--- config.mk ---
export PLATFORM = sky130hd
export DESIGN_NAME = pipelined_control_unit_flat
export DESIGN_NICKNAME = d
export VERILOG_FILES = /design/src/rtl/ctrl_pkg.sv /design/src/rtl/pipelined_control_unit_if.sv /design/src/rtl/ctrl_decoder.sv /design/src/rtl/pipelined_control_unit.sv /design/src/flat_wrapper.sv
export SDC_FILE = /design/constraint.sdc
export NUM_CORES = 1
export LEC_CHECK = 0
export BUFFER_PORTS_ARGS = -buffer_cell sky130_fd_sc_hd__buf_2
export CORE_UTILIZATION = 30
export DETAILED_ROUTE_END_ITERATION = 8
export PLACE_DENSITY = 0.61
export SLEW_MARGIN = 20
export SYNTH_ARGS = -nofsm -noshare
export SYNTH_HDL_FRONTEND = slang
export SYNTH_HIERARCHICAL = 1
export SYNTH_SLANG_ARGS = --single-unit
export TNS_END_PERCENT = 20
--- constraint.sdc ---
create_clock -name clk -period 2.37 [get_ports clk]
set_input_delay 0.3555 -clock clk [delete_from_list [all_inputs] [get_ports clk]]
set_output_delay 0.3555 -clock clk [all_outputs]
set_load 0.02 [all_outputs]
--- src/rtl/ctrl_pkg.sv ---
// rtl/ctrl_pkg.sv - opcode/ALU-op constants and control bundle types (PCU_EXTENDED_OPS_EN selects extra opcodes)
package ctrl_pkg;

   localparam logic [5:0] OP_RTYPE = 6'd0;
   localparam logic [5:0] OP_LW    = 6'd35;
   localparam logic [5:0] OP_SW    = 6'd43;
   localparam logic [5:0] OP_BEQ   = 6'd4;
   localparam logic [5:0] OP_ADDI  = 6'd8;
   localparam logic [5:0] OP_BNE   = 6'd5;
   localparam logic [5:0] OP_J     = 6'd2;

   localparam logic [1:0] ALUOP_ADD   = 2'b00;
   localparam logic [1:0] ALUOP_SUB   = 2'b01;
   localparam logic [1:0] ALUOP_FUNCT = 2'b10;

`ifdef PCU_EXTENDED_OPS_EN
   localparam bit EXT_OPS = 1'b1;
`else
   localparam bit EXT_OPS = 1'b0;
`endif

   // Full decode bundle, held in ID/EX.
   typedef struct packed {
      logic       regDst;
      logic       aluSrc;
      logic [1:0] aluOp;
      logic       branch;
      logic       branchNe;
      logic       jump;
      logic       memRead;
      logic       memWrite;
      logic       memToReg;
      logic       regWrite;
   } ctrl_t;

   // Bits still needed once the instruction has left EX.
   typedef struct packed {
      logic branch;
      logic branchNe;
      logic jump;
      logic memRead;
      logic memWrite;
      logic memToReg;
      logic regWrite;
   } mem_ctrl_t;

   // Bits still needed in WB.
   typedef struct packed {
      logic memToReg;
      logic regWrite;
   } wb_ctrl_t;

endpackage

--- src/rtl/pipelined_control_unit_if.sv ---
// rtl/pipelined_control_unit_if.sv - ID-side inputs and per-stage control outputs of the control unit
interface pipelined_control_unit_if #(
   parameter int OPCODE_W = 6,
   parameter int REG_W    = 5,
   parameter int ALUOP_W  = 2
);
   logic [OPCODE_W-1:0] opCode;
   logic                idValid;
   logic [REG_W-1:0]    idRs;
   logic [REG_W-1:0]    idRt;
   logic                flush;
   logic                stall;
   logic                exRegDst;
   logic                exAluSrc;
   logic [ALUOP_W-1:0]  exAluOp;
   logic                memBranch;
   logic                memBranchNe;
   logic                memJump;
   logic                memMemRead;
   logic                memMemWrite;
   logic                wbMemToReg;
   logic                wbRegWrite;
   logic                illegalOp;

   modport master (
      output opCode, idValid, idRs, idRt, flush,
      input  stall, exRegDst, exAluSrc, exAluOp,
             memBranch, memBranchNe, memJump, memMemRead, memMemWrite,
             wbMemToReg, wbRegWrite, illegalOp
   );

   modport slave (
      input  opCode, idValid, idRs, idRt, flush,
      output stall, exRegDst, exAluSrc, exAluOp,
             memBranch, memBranchNe, memJump, memMemRead, memMemWrite,
             wbMemToReg, wbRegWrite, illegalOp
   );
endinterface

--- src/rtl/ctrl_decoder.sv ---
// rtl/ctrl_decoder.sv - combinational opcode decoder (PCU_EXTENDED_OPS_EN adds addi/bne/j)
import ctrl_pkg::*;

module ctrl_decoder #(
   parameter int OPCODE_W = 6
) (
   input  logic [OPCODE_W-1:0] opcode,
   output ctrl_t               ctrl,
   output logic                legal
);

   // Unlisted fields, don't-cares included, stay 0 so bubbles and decodes share one encoding.
   always_comb begin
      ctrl  = '0;
      legal = 1'b1;
      case (opcode)
         OPCODE_W'(OP_RTYPE): begin
            ctrl.regDst   = 1'b1;
            ctrl.regWrite = 1'b1;
            ctrl.aluOp    = ALUOP_FUNCT;
         end
         OPCODE_W'(OP_LW): begin
            ctrl.aluSrc   = 1'b1;
            ctrl.memRead  = 1'b1;
            ctrl.memToReg = 1'b1;
            ctrl.regWrite = 1'b1;
            ctrl.aluOp    = ALUOP_ADD;
         end
         OPCODE_W'(OP_SW): begin
            ctrl.aluSrc   = 1'b1;
            ctrl.memWrite = 1'b1;
            ctrl.aluOp    = ALUOP_ADD;
         end
         OPCODE_W'(OP_BEQ): begin
            ctrl.branch = 1'b1;
            ctrl.aluOp  = ALUOP_SUB;
         end
`ifdef PCU_EXTENDED_OPS_EN
         OPCODE_W'(OP_ADDI): begin
            ctrl.aluSrc   = 1'b1;
            ctrl.regWrite = 1'b1;
            ctrl.aluOp    = ALUOP_ADD;
         end
         OPCODE_W'(OP_BNE): begin
            ctrl.branchNe = 1'b1;
            ctrl.aluOp    = ALUOP_SUB;
         end
         OPCODE_W'(OP_J): begin
            ctrl.jump = 1'b1;
         end
`endif
         default: legal = 1'b0;
      endcase
   end

endmodule

--- src/rtl/pipelined_control_unit.sv ---
// rtl/pipelined_control_unit.sv - pipelined main control with load-use stall and bubble insertion (PCU_EXTENDED_OPS_EN)
import ctrl_pkg::*;

module pipelined_control_unit #(
   parameter int OPCODE_W = 6,
   parameter int REG_W    = 5,
   parameter int ALUOP_W  = 2
) (
   input  logic                      clk,
   input  logic                      reset,
   pipelined_control_unit_if.slave   bus
);

   ctrl_t            id_ctrl;
   logic             id_legal;
   ctrl_t            id_ex;
   logic [REG_W-1:0] ex_rt;
   mem_ctrl_t        ex_mem;
   wb_ctrl_t         mem_wb;
   logic             illegal_q;
   logic             load_use;
   logic             bubble;

   ctrl_decoder #(.OPCODE_W(OPCODE_W)) u_decoder (
      .opcode (bus.opCode),
      .ctrl   (id_ctrl),
      .legal  (id_legal)
   );

   // rt is compared even when the ID instruction has no rt source; the odd false stall is cheaper than decoding it.
   assign load_use  = bus.idValid & id_ex.memRead & ((ex_rt == bus.idRs) | (ex_rt == bus.idRt));
   assign bus.stall = load_use & ~bus.flush;
   assign bubble    = bus.stall | bus.flush | ~bus.idValid | ~id_legal;

   // ID/EX: decoded bundle, or an all-zero bubble when the ID instruction must not advance.
   always_ff @(posedge clk) begin
      if (reset) begin
         id_ex <= '0;
         ex_rt <= '0;
      end else if (bubble) begin
         id_ex <= '0;
         ex_rt <= '0;
      end else begin
         id_ex <= id_ctrl;
         ex_rt <= bus.idRt;
      end
   end

   // EX/MEM: a taken branch/jump kills the instruction leaving EX.
   always_ff @(posedge clk) begin
      if (reset || bus.flush) begin
         ex_mem <= '0;
      end else begin
         ex_mem.branch   <= id_ex.branch;
         ex_mem.branchNe <= id_ex.branchNe;
         ex_mem.jump     <= id_ex.jump;
         ex_mem.memRead  <= id_ex.memRead;
         ex_mem.memWrite <= id_ex.memWrite;
         ex_mem.memToReg <= id_ex.memToReg;
         ex_mem.regWrite <= id_ex.regWrite;
      end
   end

   // MEM/WB: the instruction in MEM always completes, including the one that flushed.
   always_ff @(posedge clk) begin
      if (reset) begin
         mem_wb <= '0;
      end else begin
         mem_wb.memToReg <= ex_mem.memToReg;
         mem_wb.regWrite <= ex_mem.regWrite;
      end
   end

   // One-cycle flag for a real, unflushed instruction with an unsupported opcode.
   always_ff @(posedge clk) begin
      if (reset) begin
         illegal_q <= 1'b0;
      end else begin
         illegal_q <= bus.idValid & ~id_legal & ~bus.flush;
      end
   end

   assign bus.exRegDst    = id_ex.regDst;
   assign bus.exAluSrc    = id_ex.aluSrc;
   assign bus.exAluOp     = ALUOP_W'(id_ex.aluOp);
   assign bus.memBranch   = ex_mem.branch;
   assign bus.memBranchNe = ex_mem.branchNe & EXT_OPS;
   assign bus.memJump     = ex_mem.jump & EXT_OPS;
   assign bus.memMemRead  = ex_mem.memRead;
   assign bus.memMemWrite = ex_mem.memWrite;
   assign bus.wbMemToReg  = mem_wb.memToReg;
   assign bus.wbRegWrite  = mem_wb.regWrite;
   assign bus.illegalOp   = illegal_q;

endmodule

--- src/flat_wrapper.sv ---
// flat-port wrapper written by rule: the top's interface ports become plain ports
module pipelined_control_unit_flat 
#(
   parameter int OPCODE_W = 6,
   parameter int REG_W    = 5,
   parameter int ALUOP_W  = 2
)
  (clk, reset, bus_opCode, bus_idValid, bus_idRs, bus_idRt, bus_flush, bus_stall, bus_exRegDst, bus_exAluSrc, bus_exAluOp, bus_memBranch, bus_memBranchNe, bus_memJump, bus_memMemRead, bus_memMemWrite, bus_wbMemToReg, bus_wbRegWrite, bus_illegalOp);
  pipelined_control_unit_if #(.OPCODE_W(OPCODE_W), .REG_W(REG_W), .ALUOP_W(ALUOP_W)) bus_i ();
  input  logic clk;
  input  logic reset;
  input wire logic [$bits(bus_i.opCode)-1:0] bus_opCode;
  input wire logic [$bits(bus_i.idValid)-1:0] bus_idValid;
  input wire logic [$bits(bus_i.idRs)-1:0] bus_idRs;
  input wire logic [$bits(bus_i.idRt)-1:0] bus_idRt;
  input wire logic [$bits(bus_i.flush)-1:0] bus_flush;
  output wire logic [$bits(bus_i.stall)-1:0] bus_stall;
  output wire logic [$bits(bus_i.exRegDst)-1:0] bus_exRegDst;
  output wire logic [$bits(bus_i.exAluSrc)-1:0] bus_exAluSrc;
  output wire logic [$bits(bus_i.exAluOp)-1:0] bus_exAluOp;
  output wire logic [$bits(bus_i.memBranch)-1:0] bus_memBranch;
  output wire logic [$bits(bus_i.memBranchNe)-1:0] bus_memBranchNe;
  output wire logic [$bits(bus_i.memJump)-1:0] bus_memJump;
  output wire logic [$bits(bus_i.memMemRead)-1:0] bus_memMemRead;
  output wire logic [$bits(bus_i.memMemWrite)-1:0] bus_memMemWrite;
  output wire logic [$bits(bus_i.wbMemToReg)-1:0] bus_wbMemToReg;
  output wire logic [$bits(bus_i.wbRegWrite)-1:0] bus_wbRegWrite;
  output wire logic [$bits(bus_i.illegalOp)-1:0] bus_illegalOp;
  assign bus_i.opCode = bus_opCode;
  assign bus_i.idValid = bus_idValid;
  assign bus_i.idRs = bus_idRs;
  assign bus_i.idRt = bus_idRt;
  assign bus_i.flush = bus_flush;
  assign bus_stall = bus_i.stall;
  assign bus_exRegDst = bus_i.exRegDst;
  assign bus_exAluSrc = bus_i.exAluSrc;
  assign bus_exAluOp = bus_i.exAluOp;
  assign bus_memBranch = bus_i.memBranch;
  assign bus_memBranchNe = bus_i.memBranchNe;
  assign bus_memJump = bus_i.memJump;
  assign bus_memMemRead = bus_i.memMemRead;
  assign bus_memMemWrite = bus_i.memMemWrite;
  assign bus_wbMemToReg = bus_i.wbMemToReg;
  assign bus_wbRegWrite = bus_i.wbRegWrite;
  assign bus_illegalOp = bus_i.illegalOp;
  pipelined_control_unit #(.OPCODE_W(OPCODE_W), .REG_W(REG_W), .ALUOP_W(ALUOP_W)) u_core (.clk(clk), .reset(reset), .bus(bus_i));
endmodule
==> reports/qor.csv <==
metric;value;unit
CTS resizes;0;
Post-Syn Instances;84;
setup TNS after final layout;0;ps
critical setup path kind;register to primary output;
outcome;finished, violations left;
maximum vdd drop;0.220;mV
worst-path fanout max;2;
Leak Pwr;0.522;nW
Sink Count;22;
Tot GR Track Use;10.6;%
switch share;19.8;%
post-layout min period;1950;ps
Pre-antenna DRT Iters;6;
Die Wd;56.8;um
largest net degree at the start of global routing;14;
initial antenna violation count;0;
Final Hold Vio Count;0;
CP Capture Type;primary output;
Initial Utilization;32.1;%
CP required;2010;ps
Setup WS pre-CTS;265;ps
routed wire length per instance;10.6;um
Port Buffers;30;
Area Overhead vs Synth;22.7;%
HP Start;reset;
ANT nets after route;0;
Internal;0.563;mW
Cell Rows;19;
global route total overflow;0;
Core ar.;2810;um^2
Comb pwr share;6.9;%
Max-Cap Viols;0;
# H-tree levels;1;
TritonCTS clock tree;built;
clk_lat worst skew;300;ps
final worst slack;420;ps
Clock Power Share;40.2;%
CTS Root Buffer Type;clkbuf_4;
Hold WC Path Type;primary input to register;
WL final;1.54;mm
Worst setup SP type;register;
R2R cell count;5;
DRC viols;2;
Worst Hold Path EP;u_core/bus.wbMemToReg;
DR iter-0 viols;7;
routability congestion estimate from global placement;0.791;
vias per cell;4.28;
P_sw;0.139;mW
PD cells;636;nW/um^2
hold_buf cts;0;
violated checks;DRC;
postcts setup bufs;0;
yosys warns;6;
R2R Path Start;u_core/ex_rt[4];
syn_area_per_cell;10.7;um^2
final setup violation count;0;
Mapped Area;900;um^2
power share of the sequential group;52.9;%
Num CTS Buffers;3;
vias in the first global route;582;
CTS Buffer Depth;2;
hpwl dp;1.19;mm
worst r2r dst;u_core/id_ex[3];
Slew Limit Fails;0;
RSZ-0062 raised after global routing;false;
Max Fclk;0.513;GHz
most common cell after layout, fill and taps aside;buf_2;
Vias;621;
first-pass GRT wire length;2.59;mm
most frequent cells in the layout;buf_2 (30), dfxtp_1 (22), and2_2 (12);
clk slew on worst S/H paths;130;ps
nets;135;
share of cells above drive strength 1;46.5;%
# diodes;0;
die area;3220;um^2
I/O pin count;33;
crit path DAT;1590;ps
Hold Path Depth;2;
Clock Skew;11.3;ps
reg-to-reg slack, setup;850;ps
Die Ht;56.8;um
crit share post-route;82.3;%
[area by class of cell]
cell class	count	area, um^2
Clock buffer	3	22.5
Clock inverter	1	30.0
Fill cell	298	1700
Multi-Input combinational cell	56	407
Sequential cell	22	440
Tap cell	31	38.8
Timing Repair Buffer	32	165
[worst max-delay path: stages, from the launching register on]
cell	delay [ps]
dfxtp_1	350
xor2_1	170
nor4_2	370
a22oi_1	160
nor2_1	100
buf_2	160
[registers in the layout (all words and copies together) (netlist names)]
name / count
u_core/ex_rt: 5
u_core/bus.exAluSrc: 1
u_core/bus.wbRegWrite: 1
u_core/bus.memMemRead: 1
u_core/bus.exAluOp: 2
u_core/id_ex: 5
u_core/bus.exRegDst: 1
u_core/bus.illegalOp: 1
u_core/bus.memMemWrite: 1
u_core/ex_mem: 2
u_core/bus.wbMemToReg: 1
u_core/bus.memBranch: 1
[through the flow]
stage          hold WS, ps  power [mW]  instance area (um^2)  instances  util, %
2_1_floorplan          406       0.402                   903         85        -
3_3_place_gp           410       0.426                  1050        141     37.5
3_5_place_dp           412       0.428                  1050        141     37.5
4_1_cts                217       0.707                  1100        145     39.3
5_1_grt                201       0.735                  1100        145     39.3
6_report               219       0.702                  1100        145     39.3
[power by group through the flow]
stage	logic (mW)	registers, mW	clock network, mW
CTS	0.0491	0.371	0.287
finish	0.0487	0.371	0.282
floorplan	0.0216	0.380	0
global route	0.0537	0.372	0.309
detailed placement	0.0486	0.379	0
global placement	0.0468	0.379	0
[worst max path at each step]
stage,from,endpoint,slack [ps],depth (start not counted)
after floorplan,bus_opCode[5],u_core/id_ex[6],620,6
after global placement,bus_opCode[5],u_core/bus.exAluOp[0],340,7
after detailed placement,bus_opCode[5],u_core/id_ex[2],270,7
after CTS,u_core/ex_rt[4],bus_stall,400,5
after global routing,u_core/ex_rt[4],bus_stall,290,5
final,u_core/ex_rt[4],bus_stall,420,5
[routing by layer]
metal | up-vias | track usage (%) | wire (um)
li1 | 331 | - | -
met1 | 265 | 13.7 | 755
met2 | 23 | 17.2 | 670
met3 | 2 | 1.38 | 85
met4 | 0 | 5.23 | 27
met5 | - | 0 | 0
(Power assumes the default switching activity.)
